File: config.mk
export PLATFORM = sky130hd
export DESIGN_NAME = cart_loader
export DESIGN_NICKNAME = d
export VERILOG_FILES = /design/src/rtl/cart_loader.sv
export SDC_FILE = /design/constraint.sdc
export NUM_CORES = 1
export LEC_CHECK = 0
export ABC_AREA = 1
export BUFFER_PORTS_ARGS = -buffer_cell sky130_fd_sc_hd__buf_2
export CAP_MARGIN = 40
export CORE_MARGIN = 3
export CORE_UTILIZATION = 50
export CTS_CLUSTER_DIAMETER = 100
export DETAILED_ROUTE_END_ITERATION = 16
export GPL_ROUTABILITY_DRIVEN = 0
export PLACE_DENSITY = 0.77
export REMOVE_ABC_BUFFERS = 1
export SYNTH_ARGS = -nofsm -noshare
export SYNTH_HDL_FRONTEND = slang
export SYNTH_SLANG_ARGS = --single-unit
File: constraint.sdc
create_clock -name clk_sys -period 6.61 [get_ports clk_sys]
set_clock_uncertainty 0.1 [all_clocks]
set_input_delay 1.322 -clock clk_sys [delete_from_list [all_inputs] [get_ports clk_sys]]
set_output_delay 1.322 -clock clk_sys [all_outputs]
set_load 0.1 [all_outputs]
File: src/rtl/cart_loader.sv
// cart_loader: steers the console CPU RAM port between HPS cartridge downloads
// and the CPU, tracks the loaded image size, pads the unloaded remainder with a
// constant byte, mirrors or write-protects the image, and holds the console in
// reset for a fixed time after any reset, load or fill.
//
// Handshake: ioctl_wr is a single-cycle write strobe with no backpressure; a
// strobe is consumed in the cycle it is seen (LOAD state with an accepted
// download active) and is never stalled. CPU requests likewise complete in the
// cycle they are presented.
`timescale 1ns/1ps
module cart_loader #(
  parameter int unsigned ADDR_W     = 16,
  parameter int unsigned CART_INDEX = 1,
  parameter int unsigned RESET_HOLD = 255,
  parameter bit          FILL_EN    = 1'b1,
  parameter logic [7:0]  FILL_BYTE  = 8'hFF,
  parameter bit          MIRROR     = 1'b1,
  parameter bit          WRITE_PROT = 1'b0
) (
  input  logic              clk_sys,
  input  logic              reset,
  input  logic              ioctl_download,
  input  logic [7:0]        ioctl_index,
  input  logic              ioctl_wr,
  input  logic [24:0]       ioctl_addr,
  input  logic [7:0]        ioctl_dout,
  input  logic [ADDR_W-1:0] cpu_a,
  input  logic              cpu_we_n,
  input  logic [7:0]        cpu_d,
  output logic [ADDR_W-1:0] ram_a,
  output logic              ram_we,
  output logic [7:0]        ram_d,
  output logic              core_reset,
  output logic              busy,
  output logic              cart_valid,
  output logic [ADDR_W:0]   cart_size,
  output logic              overflow,
  output logic [1:0]        dbg_state_o
);

  localparam int unsigned CNT_W = (RESET_HOLD < 2) ? 1 : $clog2(RESET_HOLD + 1);
  localparam logic [ADDR_W:0] FULL    = {1'b1, {ADDR_W{1'b0}}};
  localparam logic [ADDR_W:0] TOP_ONE = (ADDR_W+1)'(1);

  typedef enum logic [1:0] {S_HOLD = 2'd0, S_RUN = 2'd1, S_LOAD = 2'd2, S_FILL = 2'd3} state_t;

  state_t            state_q, state_d;
  logic [CNT_W-1:0]  hold_cnt_q, hold_cnt_d;
  logic [ADDR_W:0]   top_q, top_d;
  logic [ADDR_W-1:0] ptr_q, ptr_d;
  logic [ADDR_W-1:0] mask_q, mask_d;
  logic [ADDR_W:0]   cart_size_q, cart_size_d;
  logic              cart_valid_q, cart_valid_d;
  logic              overflow_q, overflow_d;

  logic              dl_acc;
  logic              in_range;
  logic [ADDR_W:0]   wr_end;
  logic [ADDR_W:0]   smear;
  logic [ADDR_W-1:0] mask_calc;
  logic [ADDR_W-1:0] cpu_masked;
  logic              enter_hold;
  logic              unused_bits;

  assign dl_acc     = ioctl_download && (ioctl_index[5:0] == 6'(CART_INDEX));
  assign in_range   = (ioctl_addr[24:ADDR_W] == '0);
  // Out-of-range writes saturate the size at the full RAM depth.
  assign wr_end     = in_range ? ({1'b0, ioctl_addr[ADDR_W-1:0]} + TOP_ONE) : FULL;
  assign cpu_masked = cpu_a & mask_q;
  assign unused_bits = ^{ioctl_index[7:6], smear[ADDR_W]};

  // Mirror mask: smallest power of two covering the image, minus one.
  always_comb begin
    smear = top_q - TOP_ONE;
    for (int i = 0; i < int'(ADDR_W); i++) smear = smear | (smear >> 1);
    mask_calc = (!MIRROR || top_q == '0) ? '1 : smear[ADDR_W-1:0];
  end

  // State and datapath registers.
  always_ff @(posedge clk_sys) begin
    if (reset) begin
      state_q      <= S_HOLD;
      hold_cnt_q   <= CNT_W'(RESET_HOLD);
      top_q        <= '0;
      ptr_q        <= '0;
      mask_q       <= '1;
      cart_size_q  <= '0;
      cart_valid_q <= 1'b0;
      overflow_q   <= 1'b0;
    end else begin
      state_q      <= state_d;
      hold_cnt_q   <= hold_cnt_d;
      top_q        <= top_d;
      ptr_q        <= ptr_d;
      mask_q       <= mask_d;
      cart_size_q  <= cart_size_d;
      cart_valid_q <= cart_valid_d;
      overflow_q   <= overflow_d;
    end
  end

  // Next-state logic: a new accepted download preempts every other state.
  always_comb begin
    state_d      = state_q;
    hold_cnt_d   = hold_cnt_q;
    top_d        = top_q;
    ptr_d        = ptr_q;
    mask_d       = mask_q;
    cart_size_d  = cart_size_q;
    cart_valid_d = cart_valid_q;
    overflow_d   = overflow_q;
    enter_hold   = 1'b0;
    if (dl_acc && state_q != S_LOAD) begin
      state_d      = S_LOAD;
      top_d        = '0;
      overflow_d   = 1'b0;
      cart_valid_d = 1'b0;
    end else begin
      case (state_q)
        S_LOAD: begin
          if (dl_acc) begin
            if (ioctl_wr) begin
              if (!in_range) overflow_d = 1'b1;
              if (wr_end > top_q) top_d = wr_end;
            end
          end else if (FILL_EN && top_q < FULL) begin
            state_d = S_FILL;
            ptr_d   = top_q[ADDR_W-1:0];
          end else begin
            enter_hold = 1'b1;
          end
        end
        S_FILL: begin
          ptr_d = ptr_q + ADDR_W'(1);
          if (&ptr_q) enter_hold = 1'b1;
        end
        S_HOLD: begin
          if (hold_cnt_q == '0) state_d = S_RUN;
          else                  hold_cnt_d = hold_cnt_q - CNT_W'(1);
        end
        default: ;
      endcase
      if (enter_hold) begin
        state_d      = S_HOLD;
        hold_cnt_d   = CNT_W'(RESET_HOLD);
        cart_size_d  = top_q;
        cart_valid_d = (top_q != '0);
        mask_d       = mask_calc;
      end
    end
  end

  // Output logic: RAM port steering and status, decoded from registered state.
  always_comb begin
    ram_a      = cpu_masked;
    ram_d      = cpu_d;
    ram_we     = 1'b0;
    core_reset = (state_q != S_RUN);
    busy       = (state_q == S_LOAD) || (state_q == S_FILL);
    case (state_q)
      S_LOAD: begin
        ram_a  = ioctl_addr[ADDR_W-1:0];
        ram_d  = ioctl_dout;
        ram_we = dl_acc && ioctl_wr && in_range;
      end
      S_FILL: begin
        ram_a  = ptr_q;
        ram_d  = FILL_BYTE;
        ram_we = 1'b1;
      end
      S_RUN: begin
        ram_we = !cpu_we_n && !(WRITE_PROT && ({1'b0, cpu_masked} < cart_size_q));
      end
      default: ;
    endcase
  end

  assign cart_valid  = cart_valid_q;
  assign cart_size   = cart_size_q;
  assign overflow    = overflow_q;
  assign dbg_state_o = state_q;

endmodule
==> results by group <==
Clock network
  – Clock Tree Buf Depth: 2
  – H-tree depth: 3
  – Reg clk slew, reported paths: 0.08 ns
  – CTS tree: built
  – CTS root buf: clkbuf_8
  – Setup bufs post-CTS: 0
  – Post-CTS Resized: 0
  – Clock Sink Count: 78
  – # hold bufs at CTS: 0
  – Skew-Pair Late Insertion Delay: 0.36 ns
  – TritonCTS buffer count: 9

Yosys
  – Mean post-synth cell area: 6.50 µm²
  – Seq/Total Area, Yosys: 0.303
  – Main flop type after synthesis: dfxtp_1
  – Synth warn: 0
  – Synth Register Bits: 78
  – Synth top area cells: dfxtp_1 30%, nand2_1 12%, o21ai_0 7.4%
  – Library cells used by synthesis: 40
  – Netlist Area Pre-Place: 5160 µm²
  – Most common cell in the netlist: nand2_1
  – Top cell type by total area after synthesis: dfxtp_1
  – Top cell type's share of synthesized area: 0.303
  – Post-synth EDFFs: 0
  – Most frequent cells after synthesis: 163 x nand2_1, 101 x nor2_1, 86 x inv_1, 78 x dfxtp_1, 76 x o21ai_0
  – Asr flop ratio synth: 0
  – Syn Inst Count: 794

STA
  – TNS Setup: 0 ns
  – Slew Viols, Final: 0
  – Tcrit/Tclk final: 0.702
  – RSZ-0062 raised after global routing: false
  – Setup violations, final: 0
  – Tmin final: 4.64 ns
  – Final Hold Viols: 0
  – Worst-margin pin slew: 0.845 ns
  – Maximum clock rate: 215 MHz
  – Worst slew margin relative to its limit: 0.436
  – WHS: 0.359 ns

Setup path
  – Critical path data arrival time: 3.22 ns
  – Crit-path cells: nand2_1 -> inv_1 -> nand2_1 -> o211ai_1 -> buf_2
  – CP peak stage delay: 0.82 ns
  – Reg-to-reg slack, setup: 2.75 ns
  – Worst-path maximum fanout: 31
  – Crit-path leading delay family: buffers and inverters
  – Worst-path cell with the longest stage delay: inv_1
  – Crit Path Class: reg -> out
  – Startpoint types: register
  – CP most frequent cell: nand2_1
  – CP endpoint kind: output pin
  – CP bufs+invs: 2
  – CP required: 5.19 ns

Status
  – Status: finished, final reports clean

Place
  – Detailed placement HPWL: 12200 µm
  – # port buffers: 115

Power and ir drop
  – Power, Total: 0.00100 W
  – Sequential Power Share: 0.472
  – Static Leak: 2.80 nW
  – Maximum vdd ir drop: 0.119 mV
  – Clock power share: 0.399
  – Comb power frac: 0.129
  – Sw Ratio: 0.275
  – PD cells: 165 nW/µm²
  – Internal Power: 0.000725 W
  – P_sw: 0.000275 W

Die
  – Initial Util: 0.520
  – Die Span X: 108 µm
  – Cell row count: 36
  – I/O pin total: 118
  – Core Region: 9910 µm²
  – Die Y: 108 µm
  – Die area: 11600 µm²

Global route
  – Initial antenna violation count: 0
  – First-pass GRT wire length: 24800 µm
  – Vias in the first global route: 5078
  – Largest net degree at the start of global routing: 32
  – Grt ovf: 0
  – All-Layer GR Usage: 0.268

Cells and area
  – Reg area: 1560 µm²
  – Core Util, Final: 0.610
  – Area Overhead vs Synth: 17.2%
  – Antenna cells: 0
  – Layout cells sized above 1: 0.206
  – Filler cells: 974
  – Final net count: 991
  – Multi-input logic area: 3150 µm²

Drt
  – DRC marker count from the first detailed-route iteration: 440
  – Vias per cell: 5.41
  – Via count: 5601
  – DRT Pass-1 Iters: 6
  – Detailed Route WL: 15400 µm
  – Number of nets with antenna violations after routing: 0
  – DRC viols: 0
  – Wire length per cell: 14.9 µm

Hold path
  – Hold WC Path Type: reg -> reg

Flow run
  – Total of max-cap violations: 0
-- flip-flops by register name, summed over array words and instances, names as in the netlist --
register and count:
dbg_state_o 2, cart_size 17, hold_cnt_q 8, cart_valid 1
overflow 1, top_q 17, ptr_q 16, mask_q 16
-- cell families (layout without fill, tap and decap cells) --
group | after synthesis | in the layout | share of synthesized area
fa+ha+maj | 23 | 23 | 0.0558
flops | 78 | 78 | 0.303
buf+inv | 117 | 226 | 0.0866
compound gates | 174 | 174 | 0.194
xor+xnor | 10 | 10 | 0.0170
simple gates | 392 | 392 | 0.344
-- layout make-up --
cell class                 count  share of cell area
tap                          133              0.0275
clock buffer                  10              0.0228
timing repair buffer         117              0.0977
multi-input combinational    599               0.522
sequential                    78               0.258
inverter                      93              0.0578
clock inverter                 6              0.0141
-- power by group through the flow --
| stage | clock (W) | combinational, W | sequential, W |
|---|---|---|---|
| 4_1_cts | 0.000406 | 0.000128 | 0.000472 |
| 6_report | 0.000399 | 0.000129 | 0.000472 |
| 5_1_grt | 0.000426 | 0.000137 | 0.000472 |
| 3_5_place_dp | 0 | 0.000128 | 0.000483 |
| 2_1_floorplan | 0 | 0.0000864 | 0.000483 |
| 3_3_place_gp | 0 | 0.000127 | 0.000483 |
-- layout by cell type (no fill, tap or decap), types with 3 or more instances in the layout --
cell type / n
nor2_2: 14
nand3b_1: 3
nand4_1: 7
inv_2: 7
ha_1: 23
o21ai_0: 76
clkbuf_8: 10
nor3_1: 13
nand2_1: 163
nor3b_1: 5
a211oi_1: 3
o22ai_1: 4
xor2_1: 7
nand3_1: 53
buf_2: 115
o21ai_1: 6
o211ai_1: 12
xnor2_1: 3
nand2_2: 16
dfxtp_1: 78
inv_1: 86
nor2_1: 101
o21a_1: 5
nor4_1: 5
nor2_4: 6
a21oi_1: 43
o22a_1: 8
a31oi_1: 8
-- final timing paths --
path,end,startpoint,cells after the start
worst min register to register,cart_size[1]$_SDFFE_PP0P_,cart_size[1]$_SDFFE_PP0P_,2
worst min-delay path,cart_size[1]$_SDFFE_PP0P_,cart_size[1]$_SDFFE_PP0P_,2
worst max register to register,mask_q[2]$_SDFFE_PP1P_,dbg_state_o[1]$_SDFFE_PP0P_,9
worst max-delay path,ram_a[13],dbg_state_o[1]$_SDFFE_PP0P_,5
-- through the flow --
| step | instance area (µm²) | std cells | setup slack [ns] |
|---|---|---|---|
| 3_5_place_dp | 5820 | 1020 | 1.97 |
| 6_report | 6040 | 1036 | 1.97 |
| 2_1_floorplan | 5060 | 770 | 0.726 |
| 5_1_grt | 6040 | 1036 | 1.79 |
| 4_1_cts | 6040 | 1036 | 2.10 |
| 3_3_place_gp | 5820 | 1020 | 1.97 |
-- worst register-to-register path, cell delays in order (launching register included) --
cell and delay, ns:
dfxtp_1 0.59, nand2_1 0.53, inv_1 0.83, nand4_1 0.27, nand2_2 0.23, nand2_2 0.29, a31oi_1 0.49, nand3_2 0.19
nor2_4 0.17, a21oi_2 0.07
-- metal layers --
layer  global-route usage  vias up  share of wire  wire length [µm]
met5                    0        -              0                 0
met4               0.0631        0         0.0085               131
met3               0.0540       11          0.075              1150
met2                0.435      183           0.47              7200
met1                0.367     2560           0.45              6940
li1                     -     2847              -                 -
(Power assumes the default switching activity.)
